<file path="config.mk">
export PLATFORM = sky130hd
export DESIGN_NAME = keypad_scanner_flat
export DESIGN_NICKNAME = d
export VERILOG_FILES = /design/src/rtl/keypad_scanner_if.sv /design/src/rtl/keypad_scanner.sv /design/src/flat_wrapper.sv
export SDC_FILE = /design/constraint.sdc
export NUM_CORES = 1
export LEC_CHECK = 0
export BUFFER_PORTS_ARGS = -buffer_cell sky130_fd_sc_hd__clkbuf_2
export CAP_MARGIN = 20
export CORE_MARGIN = 3
export CORE_UTILIZATION = 62
export CTS_CLUSTER_SIZE = 12
export DETAILED_ROUTE_END_ITERATION = 10
export GPL_TIMING_DRIVEN = 1
export PLACE_DENSITY_LB_ADDON = 0.12
export REMOVE_ABC_BUFFERS = 1
export SYNTH_ARGS = -nofsm -noshare
export SYNTH_HDL_FRONTEND = slang
export SYNTH_SLANG_ARGS = --single-unit
</file>
<file path="constraint.sdc">
create_clock -name clk -period 4 [get_ports clk]
set_input_delay 0 -clock clk [delete_from_list [all_inputs] [get_ports clk]]
set_output_delay 0 -clock clk [all_outputs]
set_load 0.05 [all_outputs]
</file>
<file path="src/rtl/keypad_scanner_if.sv">
// Keypad-side bundle: raw rows in, column drive out, and the accepted key
// (rows/cols/key_valid) as seen by the downstream digit decoder.
interface keypad_scanner_if;
    logic [3:0] row_in;
    logic [3:0] col_drive;
    logic [3:0] rows;
    logic [3:0] cols;
    logic       key_valid;

    modport master (
        input  row_in,
        output col_drive,
        output rows,
        output cols,
        output key_valid
    );

    modport slave (
        output row_in,
        input  col_drive,
        input  rows,
        input  cols,
        input  key_valid
    );
endinterface

</file>
<file path="src/rtl/keypad_scanner.sv">
// 4x4 matrix keypad scanner: one-hot column drive, 2-flop row synchronizer,
// tick-paced press/release debounce and a one-shot key_valid per press.
module keypad_scanner #(
    parameter int unsigned SCAN_DIV     = 1000,
    parameter int unsigned DEBOUNCE_CNT = 4
) (
    input  logic             clk,
    input  logic             rst,
    keypad_scanner_if.master kp
);
    localparam int unsigned   CW       = $clog2(SCAN_DIV);
    localparam int unsigned   SW       = $clog2(DEBOUNCE_CNT + 1);
    localparam logic [CW-1:0] TICK_AT  = CW'(SCAN_DIV - 1);
    localparam logic [SW-1:0] STAB_MAX = SW'(DEBOUNCE_CNT);

    typedef enum logic [1:0] {SCAN, DEBOUNCE, HOLD} state_e;

    state_e        state_q;
    logic [CW-1:0] cnt_q;
    logic [SW-1:0] stab_q;
    logic [3:0]    sync_q;
    logic [3:0]    rs_q;
    logic [3:0]    cand_row_q;
    logic [3:0]    cand_col_q;
    logic [3:0]    col_drive_q;
    logic [3:0]    rows_q;
    logic [3:0]    cols_q;
    logic          key_valid_q;

    logic          tick;
    logic [3:0]    rc;
    logic [3:0]    col_rot;
    logic [SW-1:0] stab_inc;
    logic          stab_done;

    assign tick      = (cnt_q == TICK_AT);
    // Two's-complement trick isolates the lowest set row bit.
    assign rc        = rs_q & (~rs_q + 4'd1);
    assign col_rot   = {col_drive_q[2:0], col_drive_q[3]};
    assign stab_inc  = stab_q + SW'(1);
    assign stab_done = (stab_inc == STAB_MAX);

    always_ff @(posedge clk) begin
        if (rst) begin
            state_q     <= SCAN;
            cnt_q       <= '0;
            stab_q      <= '0;
            sync_q      <= '0;
            rs_q        <= '0;
            cand_row_q  <= '0;
            cand_col_q  <= '0;
            col_drive_q <= 4'b0001;
            rows_q      <= '0;
            cols_q      <= '0;
            key_valid_q <= 1'b0;
        end else begin
            sync_q      <= kp.row_in;
            rs_q        <= sync_q;
            cnt_q       <= tick ? '0 : cnt_q + CW'(1);
            key_valid_q <= 1'b0;
            if (tick) begin
                case (state_q)
                    SCAN: begin
                        if (rc != '0) begin
                            cand_row_q <= rc;
                            cand_col_q <= col_drive_q;
                            if (DEBOUNCE_CNT == 1) begin
                                rows_q      <= rc;
                                cols_q      <= col_drive_q;
                                key_valid_q <= 1'b1;
                                stab_q      <= '0;
                                state_q     <= HOLD;
                            end else begin
                                stab_q  <= SW'(1);
                                state_q <= DEBOUNCE;
                            end
                        end else begin
                            col_drive_q <= col_rot;
                        end
                    end
                    DEBOUNCE: begin
                        if (rc == cand_row_q) begin
                            if (stab_done) begin
                                rows_q      <= cand_row_q;
                                cols_q      <= cand_col_q;
                                key_valid_q <= 1'b1;
                                stab_q      <= '0;
                                state_q     <= HOLD;
                            end else begin
                                stab_q <= stab_inc;
                            end
                        end else begin
                            state_q     <= SCAN;
                            col_drive_q <= col_rot;
                            stab_q      <= '0;
                        end
                    end
                    HOLD: begin
                        // Any row activity in the held column restarts the release count.
                        if (rs_q == '0) begin
                            if (stab_done) begin
                                state_q     <= SCAN;
                                col_drive_q <= col_rot;
                                stab_q      <= '0;
                            end else begin
                                stab_q <= stab_inc;
                            end
                        end else begin
                            stab_q <= '0;
                        end
                    end
                    default: state_q <= SCAN;
                endcase
            end
        end
    end

    assign kp.col_drive = col_drive_q;
    assign kp.rows      = rows_q;
    assign kp.cols      = cols_q;
    assign kp.key_valid = key_valid_q;
endmodule

</file>
<file path="src/flat_wrapper.sv">
// flat-port wrapper written by rule: the top's interface ports become plain ports
module keypad_scanner_flat 
#(
    parameter int unsigned SCAN_DIV     = 1000,
    parameter int unsigned DEBOUNCE_CNT = 4
)
  (clk, rst, kp_row_in, kp_col_drive, kp_rows, kp_cols, kp_key_valid);
  keypad_scanner_if kp_i ();
  input  logic clk;
  input  logic rst;
  input wire logic [$bits(kp_i.row_in)-1:0] kp_row_in;
  output wire logic [$bits(kp_i.col_drive)-1:0] kp_col_drive;
  output wire logic [$bits(kp_i.rows)-1:0] kp_rows;
  output wire logic [$bits(kp_i.cols)-1:0] kp_cols;
  output wire logic [$bits(kp_i.key_valid)-1:0] kp_key_valid;
  assign kp_i.row_in = kp_row_in;
  assign kp_col_drive = kp_i.col_drive;
  assign kp_rows = kp_i.rows;
  assign kp_cols = kp_i.cols;
  assign kp_key_valid = kp_i.key_valid;
  keypad_scanner #(.SCAN_DIV(SCAN_DIV), .DEBOUNCE_CNT(DEBOUNCE_CNT)) u_core (.clk(clk), .rst(rst), .kp(kp_i));
endmodule
</file>
==> impl_metrics.ini, run 1 <==
[yosys]
syn_avg_cell_area_sq_um = 9.39
ys_types = 41
netlist_instances = 205
syn_area_sq_mm = 0.00193
yosysSeqAreaShare = 0.457
yosys_register_bits = 44
ys.warnings.count = 0
synthArstFlopShare = 0
synth-edff-count = 0
synthFlopType = dfxtp_1

[flow_run]
drv_cap = 0

[timing]
tightest_slew_ns = 0.731
setup_viol = 0
hold_viol = 0
maxSlewViolCount = 0
period_share = 0.538
timing.setup.tns_ns = 0
relSlewSlack = 0.513
fin_crit_ns = 2.15
hold_ws_ns = 0.290
grt_setup_unrepaired = false
fmax_mhz = 465
finClkSkew_ns = 0.0148

[status]
status = finished clean

[grt]
grt_pass1_wl_mm = 6.07
track_usage = 0.217
antenna_found_initial = 0
overflow = 0
grt_pass1_vias = 1385
grt_max_degree = 39

[cts]
hold_buffers = 4
postCtsSetupBuffers = 0
clkTransAtPathRegs_ns = 0.13
cts_tree = done
htreeDepth = 2
ctsResizeCount = 0
clk_path_buf_depth = 2
cts_sinks = 44
clkLatencyLatePin_ns = 0.35
numCtsBuffers = 5
cts_root_buf = clkbuf_4

[die]
start_util = 0.675
core_area_sq_mm = 0.00285
fp.dieW_microns = 61.7
fp-row-count = 19
dieArea_sq_mm = 0.00381
ioPinCount = 19
die_height_microns = 61.7

[critical_path]
arrival_ns = 2.44
r2r-start = u_core.rs_q[0]
rrSetupSlack_ns = 1.85
cp-end-kind = flop
required_ns = 4.29
reg2reg_depth = 5
startpoint_type = flop
crit_type = flop to flop
crit_fanout = 15
rr_endpoint = u_core.state_q[0]

[power_and_ir_drop]
ir_worst_vdd_mv = 0.371
power.total_uw = 771
p_per_area_mw_per_mm2 = 365
p_leak_uw = 0.000833

[placement]
io_buffers = 18
dpl.cell_count = 244
hpwl_mm = 2.48
place_congestion = 0.795

[detailed_routing]
ant_nets = 0
dr_wl_met3_microns = 168
routedWlPerCell_microns = 14.1
wl_met2_mm = 1.75
drc = 0
routed.top_layer = met4
met1_length_mm = 1.65
dr_total_vias = 1534
viasPerCell = 5.97
drtIter0Drc = 92
drt_pass1_iterations = 4
wirelength_mm = 3.63

[finish]
utilization = 0.739
stdcell_count = 257
final_cell_mix = dfxtp_1, a21oi_1, clkbuf_2
insertedDiodeCount = 0
area_growth_pct = 9.55
fin_nets = 238
drive_gt1_frac = 0.155
layout_commonest_cell = dfxtp_1

[hold_path]
hold_class = primary input to flop
hp-start = rst
min_delay_path_depth = 2
holdPathEnd = u_core.cand_col_q[1]
area by class of cell:
type	count	area, sq um
timing repair buffer	23	135
clock inverter	2	38.8
clock buffer	6	51.3
tap	31	38.8
sequential	44	881
fill	223	743
multi-input combinational	146	946
inverter	5	18.8
cells in the mapped netlist (all sizes together), types with 3 or more instances:
cell,instances,area share
a21oi,20,0.052
and2,3,0.0097
and3,4,0.016
buf,3,0.012
clkbuf,7,0.029
dfxtp,44,0.46
ha,7,0.045
inv,5,0.0097
mux2i,7,0.036
nand2,8,0.016
nand3,18,0.049
nand4,3,0.0097
nor2,15,0.029
nor2b,10,0.032
o21ai,17,0.044
or3,3,0.0097
xnor2,5,0.023
xor2,4,0.018
sequential cells by signal, summed over array words and instances, names as in the netlist:
signal / cells
u_core.cand_col_q: 4
u_core.state_q: 2
u_core.kp.cols: 4
u_core.kp.rows: 4
u_core.stab_q: 3
u_core.cand_row_q: 4
u_core.rs_q: 4
u_core.kp.key_valid: 1
u_core.kp.col_drive: 4
u_core.cnt_q: 10
u_core.sync_q: 4
power by group:
part	internal (uW)	leakage (uW)	switching, uW	total [uW]
registers	444	0.000357	4.63	449
logic	13.6	0.000428	16.0	29.6
clock network	150	0.0000484	142	292
total	608	0.000833	163	771
kinds of logic after synthesis:
family,synth area share
and+or+nand+nor,0.234
muxes,0.0364
AOI/OAI and AO/OA,0.135
xor gates and xnor gates,0.0409
DFF,0.457
buffers and inverters,0.0513
adders and majority gates,0.0455
per-layer routing:
metal | vias up | GRT usage
met1 | 722 | 0.265
met4 | 0 | 0.0879
li1 | 760 | -
met3 | 8 | 0.0785
met2 | 44 | 0.348
met5 | - | 0
critical path, cell delays in order, from the launching register on:
cell and delay [ns]:
dfxtp_1 0.40, nor4b_2 0.39, xnor2_1 0.18, nand4_1 0.54, o21ai_1 0.36, mux2i_1 0.22
metrics by stage:
step                setup slack (ns)  cell area, sq um
finish                          1.85              2110
floorplan                       2.07              1850
global route                    1.58              2110
CTS                             1.56              2100
global placement                1.71              1970
detailed placement              1.60              1970
how the worst max path moves through the flow:
stage	depth (start not counted)	end	start
global route	5	u_core.state_q[0]	u_core.rs_q[0]
global placement	6	u_core.cand_col_q[2]	u_core.cnt_q[0]
detailed placement	6	u_core.cand_col_q[2]	u_core.cnt_q[0]
finish	5	u_core.state_q[0]	u_core.rs_q[0]
CTS	6	u_core.cand_row_q[3]	u_core.cnt_q[0]
floorplan	6	u_core.cand_col_q[0]	u_core.cnt_q[0]
Power figures use the tool's default switching activity.
==> run 2, diff against run 1 <==
Settings changed: CORE_UTILIZATION 62 to 52.
Clock period 4 ns to 1.75 ns, I/O delays scaled along.
==> run 2 against run 1 <==
Effect of this change:
- via count increased by 0.78%
- clock skew decreased by 0.0064 ns
- combinational power increased to 2.7 times the previous value
- sequential power up 130%
- register-to-register slack got worse by 1.8 ns
- clock power is 100% higher
- die area rose by 17%
- global-route usage down 3.5 points
- critical path type unchanged
- largest cell class unchanged
==> impl_metrics.ini, run 2 (synthesis gave the netlist of run 1 again) <==
[status]
status = finished clean

[power_and_ir_drop]
p_per_area_mw_per_mm2 = 763
p_leak_uw = 0.000867
ir_worst_vdd_mv = 0.487
power.total_uw = 1700

[finish]
multi_input_area_sq_mm = 0.00100
largest_reg_flops = 10
fill_cells = 304
fin_nets = 245
insertedDiodeCount = 0
area_growth_pct = 15.9
final_cell_mix = dfxtp_1, a21oi_1, clkbuf_2
layout_commonest_cell = dfxtp_1
seq_area_sq_um = 883
stdcell_count = 278
largest-register = u_core.cnt_q
drive_gt1_frac = 0.220

[detailed_routing]
routedWlPerCell_microns = 13.4
drtIter0Drc = 97
drc = 0
wirelength_mm = 3.74
viasPerCell = 5.56
dr_total_vias = 1546
drt_pass1_iterations = 4
ant_nets = 0

[timing]
maxSlewViolCount = 0
hold_ws_ns = 0.142
grt_setup_unrepaired = true
timing.setup.tns_ns = 0
relSlewSlack = 0.756
fin_crit_ns = 1.71
hold_viol = 0
finClkSkew_ns = 0.00840
fmax_mhz = 584
period_share = 0.979
setup_viol = 0
tightest_slew_ns = 0.364
layout_setup_ws_ns = 0.0376

[critical_path]
crit_fanout = 4
rrSetupSlack_ns = 0.04
worstPathCellList = or4_4 > o31ai_4 > and3_4 > a21oi_1 > a211oi_2
path_delay_family = simple AND/OR/NAND/NOR gates
required_ns = 1.97
crit_type = flop to flop
path_buf_inv = 0
cp-end-kind = flop
arrival_ns = 1.93
worst_path_max_delay_cell = or4_4
slowest_delay_ns = 0.55
startpoint_type = flop

[cts]
clkTransAtPathRegs_ns = 0.08
numCtsBuffers = 5
cts_tree = done
cts_sinks = 44
cts_root_buf = clkbuf_8
clkLatencyLatePin_ns = 0.29
htreeDepth = 2
clk_path_buf_depth = 2

[die]
fp-row-count = 21
dieArea_sq_mm = 0.00447
fp.dieW_microns = 66.9
die_height_microns = 66.9
start_util = 0.559
ioPinCount = 19
core_area_sq_mm = 0.00344

[grt]
grt_pass1_vias = 1481
grt_max_degree = 23
track_usage = 0.182
antenna_found_initial = 0
grt_pass1_wl_mm = 6.27
overflow = 0

[placement]
dp_slack_ns = 0.0267
hpwl_mm = 2.60
place_congestion = 0.914
io_buffers = 18
dpl.cell_count = 264

[hold_path]
hold_class = primary input to flop

[flow_run]
drv_cap = 0
## run 2: final timing paths
kind                    startpoint           endpoint  cells past startpoint
setup / recovery    u_core.rs_q[0]  u_core.state_q[1]                      5
hold / removal                 rst     u_core.rs_q[1]                      2
setup reg to reg    u_core.rs_q[0]  u_core.state_q[1]                      5
hold reg to reg   u_core.sync_q[1]     u_core.rs_q[1]                      1
## run 2: area by class of cell
class	instances	area share
clock buffers	5	0.0308
clock inverters	2	0.00561
inverters	5	0.00841
multi-input cells	146	0.448
flip-flops and latches	44	0.396
well taps	46	0.0258
repair buffers	30	0.0852
## run 2: routing by layer
layer  vias up  global-route usage  part of all wire
li1        771                   -                 -
met1       721               0.204              0.44
met2        49               0.342              0.50
met3         5              0.0455             0.051
met4         0              0.0380            0.0078
met5         -                   0                 0
## run 2: through the flow
stage / util / area (sq um)
after detailed placement: 0.590 / 2030
final: 0.648 / 2230
after global placement: 0.590 / 2030
after global routing: 0.648 / 2230
after CTS: 0.629 / 2160
after floorplan: - / 1850
## run 2: where the power goes
| group | internal (uW) | switching (uW) | leakage (uW) | total, uW |
|---|---|---|---|---|
| clock | 270 | 326 | 0.0000400 | 596 |
| sequential | 1020 | 11.6 | 0.000357 | 1030 |
| combinational | 38.8 | 40.7 | 0.000469 | 79.5 |
| total | 1320 | 378 | 0.000867 | 1700 |
## run 2: what timing repair did
| action | in CTS | in global routing |
|---|---|---|
| endpoints found under the hold margin | 4 | 0 |
| pin swaps | 4 | 3 |
| cloned | 0 | 0 |
| setup endpoints to repair | 2 | 23 |
| hold buffers | 4 | 0 |
| resized for setup | 2 | 15 |
| setup buffers | 1 | 2 |
